File: src/rtl/uart_pkg.sv
// Shared UART definitions: receiver/transmitter state encoding and default bit timing.
package uart_pkg;

    // Default number of clk cycles per serial bit period.
    localparam int UART_CLKS_PER_BIT = 16;

    // Frame sequencing states shared by the UART receive and transmit paths.
    typedef enum logic [1:0] {
        IDLE  = 2'd0,
        START = 2'd1,
        DATA  = 2'd2,
        STOP  = 2'd3
    } uart_state_e;

endpackage

File: src/rtl/uart_baud_tick.sv
// Bit-period cycle counter: restartable, flags the bit centre and the bit end.
module baud_tick
    import uart_pkg::*;
#(
    parameter int CLKS_PER_BIT = UART_CLKS_PER_BIT
) (
    input  logic clk,
    input  logic reset,
    input  logic restart,
    output logic mid_tick,
    output logic full_tick
);

    localparam int CW = $clog2(CLKS_PER_BIT);

    logic [CW-1:0] cnt;

    // Free-running modulo-CLKS_PER_BIT counter, forced to zero by restart.
    always_ff @(posedge clk or negedge reset) begin
        if (!reset)
            cnt <= '0;
        else if (restart || cnt == CW'(CLKS_PER_BIT - 1))
            cnt <= '0;
        else
            cnt <= cnt + 1'b1;
    end

    // mid_tick marks the last cycle of a half period, full_tick of a full period.
    assign mid_tick  = (cnt == CW'(CLKS_PER_BIT / 2 - 1));
    assign full_tick = (cnt == CW'(CLKS_PER_BIT - 1));

endmodule

File: src/rtl/uart_rx_ctrl.sv
// UART receiver: synchronizes rx_in, deserializes LSB-first frames and hands
// them to a consumer over a valid/ready register with overrun/frame-error pulses.
module uart_rx_ctrl
    import uart_pkg::*;
#(
    parameter int WIDTH        = 8,
    parameter int CLKS_PER_BIT = UART_CLKS_PER_BIT
) (
    input  logic             clk,
    input  logic             reset,
    input  logic             rx_in,
    output logic [WIDTH-1:0] data_out,
    output logic             data_valid,
    input  logic             data_ready,
    output logic             frame_err,
    output logic             overrun,
    output logic             busy
);

    localparam int BC_W = $clog2(WIDTH + 1);

    uart_state_e      state;
    logic             sync1;
    logic             rx_s;
    logic             rx_d;
    logic             fall;
    logic [BC_W-1:0]  bit_cnt;
    logic [WIDTH-1:0] shreg;
    logic             restart;
    logic             mid_tick;
    logic             full_tick;

    // Two-flop synchronizer plus one delay stage for falling-edge detection; idles high.
    always_ff @(posedge clk or negedge reset) begin
        if (!reset) begin
            sync1 <= 1'b1;
            rx_s  <= 1'b1;
            rx_d  <= 1'b1;
        end else begin
            sync1 <= rx_in;
            rx_s  <= sync1;
            rx_d  <= rx_s;
        end
    end

    assign fall = rx_d & ~rx_s;

    // Counter held at zero in IDLE; re-phased at the start-bit centre so that
    // every later full_tick lands on a bit centre.
    assign restart = (state == IDLE) || (state == START && mid_tick);

    baud_tick #(
        .CLKS_PER_BIT (CLKS_PER_BIT)
    ) u_baud_tick (
        .clk       (clk),
        .reset     (reset),
        .restart   (restart),
        .mid_tick  (mid_tick),
        .full_tick (full_tick)
    );

    // Frame FSM with registered payload, handshake and status pulses.
    always_ff @(posedge clk or negedge reset) begin
        if (!reset) begin
            state      <= IDLE;
            bit_cnt    <= '0;
            shreg      <= '0;
            data_out   <= '0;
            data_valid <= 1'b0;
            frame_err  <= 1'b0;
            overrun    <= 1'b0;
        end else begin
            frame_err <= 1'b0;
            overrun   <= 1'b0;
            // Consumer handshake; a completing frame below may re-set valid.
            if (data_valid && data_ready)
                data_valid <= 1'b0;
            case (state)
                IDLE: begin
                    if (fall) begin
                        state   <= START;
                        bit_cnt <= '0;
                        shreg   <= '0;
                    end
                end
                START: begin
                    // Line back high at the start-bit centre: treat as a glitch.
                    if (mid_tick)
                        state <= rx_s ? IDLE : DATA;
                end
                DATA: begin
                    if (full_tick) begin
                        shreg   <= {rx_s, shreg[WIDTH-1:1]};
                        bit_cnt <= bit_cnt + 1'b1;
                        if (bit_cnt == BC_W'(WIDTH - 1))
                            state <= STOP;
                    end
                end
                STOP: begin
                    if (full_tick) begin
                        state <= IDLE;
                        if (!rx_s)
                            frame_err <= 1'b1;
                        else if (!data_valid || data_ready) begin
                            data_out   <= shreg;
                            data_valid <= 1'b1;
                        end else
                            overrun <= 1'b1;
                    end
                end
                default: state <= IDLE;
            endcase
        end
    end

    assign busy = (state != IDLE);

endmodule

File: config.mk
export PLATFORM = sky130hd
export DESIGN_NAME = uart_rx_ctrl
export DESIGN_NICKNAME = d
export VERILOG_FILES = /design/src/rtl/uart_pkg.sv /design/src/rtl/uart_baud_tick.sv /design/src/rtl/uart_rx_ctrl.sv
export SDC_FILE = /design/constraint.sdc
export NUM_CORES = 1
export LEC_CHECK = 0
export ABC_CLOCK_PERIOD_IN_PS = 2070
export BUFFER_PORTS_ARGS = -buffer_cell sky130_fd_sc_hd__buf_4
export CORE_ASPECT_RATIO = 0.75
export CORE_UTILIZATION = 59
export CTS_BUF_LIST = sky130_fd_sc_hd__clkbuf_4 sky130_fd_sc_hd__clkbuf_8
export CTS_CLUSTER_DIAMETER = 60
export DETAILED_ROUTE_END_ITERATION = 8
export PLACE_DENSITY = 0.89
export SLEW_MARGIN = 0
export SYNTH_ARGS = -nofsm -noshare
export SYNTH_HDL_FRONTEND = slang
export SYNTH_SLANG_ARGS = --single-unit
export TNS_END_PERCENT = 20
File: constraint.sdc
create_clock -name clk -period 2.07 [get_ports clk]
set_clock_uncertainty 0.2 [all_clocks]
set_input_delay 0.1035 -clock clk [delete_from_list [all_inputs] [get_ports clk]]
set_output_delay 0.1035 -clock clk [all_outputs]
set_load 0.1 [all_outputs]
**Word level (Yosys, flattened, before mapping)**

Index checks and enable logic that the tools add are counted.
W data, S select, Z words.

- Flip-flop bits (word level): 32
- Bits of input ports: 4

- $add $sub $neg: 2
- Equal/unequal tests: 11
- Muxes and demuxes: 26
- Bitwise logic cells: 2
- Reductions and logical operators: 12

Operator list:

| kind | count |
|---|---|
| $mux W8 | 2 |
| $pmux W8 S2 | 1 |
| $mux W1 | 12 |
| $mux W2 | 6 |
| $mux W4 | 3 |
| $ne A2 B2 Y1 const B | 5 |
| $add A4 B1 Y4 const B | 2 |
| $eq A4 B3 Y1 const B | 2 |
| $pmux W2 S4 | 1 |
| $pmux W4 S2 | 1 |
| $reduce_and A5 Y1 | 1 |
| $eq A2 B2 Y1 const B | 2 |
| $eq A4 B4 Y1 const B | 1 |
| $reduce_and A4 Y1 | 1 |
| $reduce_bool A2 Y1 | 2 |
| $logic_or A1 B1 Y1 | 3 |
| $reduce_and A3 Y1 | 1 |
| $eq A2 B1 Y1 const B | 1 |
| $logic_and A1 B1 Y1 | 2 |
| $logic_not A2 Y1 | 1 |
| $and A1 B1 Y1 | 1 |
| $logic_not A1 Y1 | 1 |
| $not A1 Y1 | 1 |

**Logic depth before layout (Yosys ltp)**

- Depth in word-level cells: 6
- Mapped depth: 7

**Hierarchy**

A second synthesis with hierarchy kept.

- Cells, all modules: 102
- Area, all modules: 1335.0 um^2

By module, submodules not included:

| module | times used | cells an instance | area each (um^2) |
|---|---|---|---|
| uart_rx_ctrl | 1 | 85 | 1141.1 |
| baud_tick | 1 | 17 | 193.9 |

**Worst setup path before layout**

OpenSTA, ideal clock, no wires.

- Path type: flip-flop to flip-flop
- Start point: register data_valid
- End point: register data_out[0]
- Arrival: 1.732 ns
- Data required time: 1.745 ns
- Slack: 0.012 ns
- Cell stages (with the launch flop): 5
- Buffers on the path: 1
- Cell sequence: dfrtp_1 > or2b_1 > nor2b_2 > buf_6 > mux2_2

- Longest elaborated chain between the ends: 3

Ends and longest elaborated chain:

| element | line | RTL |
|---|---|---|
| start, declared | uart_rx_ctrl.sv:13 | `output logic data_valid,` |
| start signal, assigned | uart_rx_ctrl.sv:69 | `data_valid <= 1'b0;` |
| start signal, assigned | uart_rx_ctrl.sv:77 | `data_valid <= 1'b0;` |
| start signal, assigned | uart_rx_ctrl.sv:106 | `data_valid <= 1'b1;` |
| $logic_not A1 Y1 | uart_rx_ctrl.sv:104 | `else if (!data_valid \|\| data_ready) begin` |
| $logic_or A1 B1 Y1 | uart_rx_ctrl.sv:104 |  |
| $reduce_and A4 Y1 (no source line) | n/a |  |
| end signal, assigned | uart_rx_ctrl.sv:105 | `data_out <= shreg;` |
| end, declared | uart_rx_ctrl.sv:12 | `output logic [WIDTH-1:0] data_out,` |

No other way between the ends.
A chain may end at the register's enable or synchronous reset.

**Final worst setup path**

- Start point: register u_baud_tick.cnt[0]
- End point: register data_out[6]

- Longest elaborated chain between the ends: 2

Ends and longest elaborated chain:

| element | line | RTL |
|---|---|---|
| start, declared | uart_baud_tick.sv:16 | `logic [CW-1:0] cnt;` |
| start signal, assigned | uart_baud_tick.sv:25 | `cnt <= cnt + 1'b1;` |
| $eq A4 B4 Y1 | uart_baud_tick.sv:30 | `assign full_tick = (cnt == CW'(CLKS_PER_BIT - 1));` |
| $reduce_and A4 Y1 (no source line) | n/a |  |

No other way between the ends.

==> results.py <==
metrics = {
    "status": {
        "status": "complete, no violations",
    },
    "hold_path": {
        "min_path_type": "input port to asynchronous set/reset pin",
    },
    "global_routing": {
        "grt_pass1_wl_um": 3877,
        "grt_pass1_vias": 829,
        "grt_use_total_pct": 22.64,
        "grt_max_degree": 33,
        "overflow": 0,
        "antenna_found_initial": 0,
    },
    "cts": {
        "cts_made_buffers": 5,
        "postCtsSetupBuffers": 0,
        "cts_max_level": 2,
        "cts_max_path_buffers": 2,
        "clock-sinks": 32,
        "insertion_delay_ns": 0.33,
        "cts_root_buffer": "clkbuf_4",
        "path_clk_slew_ns": 0.10,
        "cts_tree": "built",
    },
    "timing": {
        "rsz0062_at_grt": "false",
        "maxSlewHeadroom_pct": 69.96,
        "fmax_mhz": 510.9,
        "fin_crit_sh_pct": 94.55,
        "hold_viol": 0,
        "worst_slew_pin_slew_ns": 0.4506,
        "fin_crit_ns": 1.957,
        "hold_ws_ns": 0.02917,
        "finalSetupViolCount": 0,
        "final_max_slew_viol_count": 0,
        "fin_tns_setup_ns": 0,
    },
    "final_layout": {
        "fin_nets": 127,
        "finalInstanceArea_um2": 1560,
        "drive_gt1_share_pct": 35.25,
        "final_core_util_pct": 76.13,
        "area_growth_pct": 18.42,
        "diodes": 0,
    },
    "floorplan": {
        "num_io_pins": 16,
        "num_rows": 14,
        "dieHeight_um": 42.93,
        "start_util_pct": 64.29,
        "design.die.area_um2": 2428,
        "fp.dieW_um": 56.57,
        "coreArea_um2": 2049,
    },
    "detailed_routing": {
        "dr.first_iter.drc_count": 20,
        "ant_nets": 0,
        "dr.pass1.iters": 4,
        "vias": 847,
        "drc": 0,
        "wl_per_cell_um": 15.40,
        "wl_um": 2248,
        "via_per_inst": 5.801,
    },
    "placed_design": {
        "postPlaceCellArea_um2": 1433,
        "portBuffers": 15,
        "dpl.hpwl_um": 1436,
        "routabilityCongestion": 0.8921,
    },
    "yosys": {
        "synth-simple-area-share_pct": 12.35,
        "netlist_area_um2": 1318,
        "syn_avg_cell_area_um2": 13.44,
        "synth_nets": 104,
        "yosys_warnings": 0,
        "syn_inst": 98,
        "synthDistinctLibCells": 30,
        "synthMuxAreaShare_pct": 7.692,
        "synth_fa_ha_area_share_pct": 1.899,
        "synth_top_family_by_area": "simple AND/OR/NAND/NOR gates",
        "synth_compound_area_share_pct": 10.92,
        "seq_area_frac_synth_pct": 61.06,
        "synth_xor_area_share_pct": 1.994,
        "ys_ff_latch": 32,
    },
    "setup_path": {
        "start_kind": "register",
        "cp.required_ns": 2.09,
        "crit_type": "register to register",
        "worstPathMaxFanout": 8,
        "crit_arrival_ns": 1.97,
        "end_kind": "register",
    },
    "power": {
        "ir_drop_mv": 1.298,
        "power_mw": 1.597,
        "power_leakage_nw": 0.7663,
        "pwr_density_cell_nw_per_um2": 1023,
    },
    "job": {
        "cap_violations": 0,
    },
}
## critical path: stages, from the launching register on
cell and delay [ns]:
dfrtp_1 0.39, ha_2 0.24, and3_1 0.24, nand4_4 0.13
nor2b_2 0.13, buf_4 0.17, mux2_2 0.35
## report_power, final
group / switching (mW) / internal (mW)
registers: 0.0962 / 0.684
logic: 0.185 / 0.109
clock network: 0.203 / 0.321
## Yosys cell counts
library cell	number	area share [%]
a21oi_1	3	1.1
a22o_1	9	6.0
a22oi_1	1	0.57
a31oi_1	1	0.48
and2_1	1	0.48
and3_1	1	0.48
buf_2	1	0.38
buf_6	4	3.4
dfrtp_1	29	55
dfstp_2	3	6.0
ha_1	2	1.9
inv_1	1	0.28
mux2_2	9	7.7
nand2_1	5	1.4
nand2b_1	3	1.4
nand3_1	3	1.1
nand4_1	1	0.48
nand4_4	1	1.6
nand4b_1	2	1.3
nor2_1	5	1.4
nor2b_1	1	0.48
nor2b_2	1	0.66
nor3_1	1	0.38
o21ai_0	2	0.76
o21ai_2	1	0.66
o22a_1	1	0.66
o311ai_0	1	0.66
or2_2	1	0.48
or2b_1	1	0.57
xor2_1	3	2.0
## state kept, by name, indices dropped and copies added (netlist names), named ones only
register,flops
rx_s,1
data_out,8
state,1
shreg,8
sync1,1
bit_cnt,4
overrun,1
data_valid,1
rx_d,1
frame_err,1
u_baud_tick.cnt,4
## timing repair
action / CTS / global route
gates resized for setup: 0 / 1
hold buffers: 3 / 0
endpoints found under the setup margin: 0 / 7
endpoints found under the hold margin: 35 / 0
## cells in the final DEF (no fill, tap or decap), types with 5 or more instances in the layout
master     n
clkbuf_4   5
a22o_1     9
nor2_1     5
buf_4     18
nand2_1    5
mux2_2     9
dfrtp_1   29
## layer usage
metal	vias up	share of wire [%]	wire [µm]	track usage, %
li1	397	-	-	-
met1	427	46	1032	27.92
met2	18	48	1077	36.00
met3	5	4.1	92	6.402
met4	0	2.0	45	13.17
met5	-	0	0	0
## cell type report
| type | instances | area, µm² |
|---|---|---|
| Clock buffer | 7 | 65.06 |
| Fill cell | 131 | 489.2 |
| Inverter | 1 | 3.754 |
| Clock inverter | 1 | 30.03 |
| Tap cell | 24 | 30.03 |
| Sequential cell | 32 | 804.5 |
| Multi-Input combinational cell | 60 | 461.7 |
| Timing Repair Buffer | 21 | 165.2 |
## through the flow
stage / worst slack [ns] / cells
after detailed placement: 0.1016 / 135
after global routing: 0.02481 / 146
after CTS: 0.08473 / 146
final: 0.1128 / 146
after global placement: 0.1729 / 135
after floorplan: 0.01202 / 98
## logic make-up after synthesis
group / after synthesis
buf+inv: 6
simple gates: 27
mux: 9
xor+xnor: 3
flops: 32
compound gates: 19
fa+ha+maj: 2
## path summary, 6_finish.rpt
path | start | depth (start not counted) | slack [ns] | endpoint
max reg2reg | u_baud_tick.cnt[0] | 6 | 0.11 | data_out[6]
max in group asynchronous | reset | 2 | 1.32 | sync1
min in group clk | sync1 | 0 | 0.16 | rx_s
max | u_baud_tick.cnt[0] | 6 | 0.11 | data_out[6]
min | reset | 2 | 0.03 | data_valid
min reg2reg | sync1 | 0 | 0.16 | rx_s
Note: power is estimated with default switching activity, not from simulation.
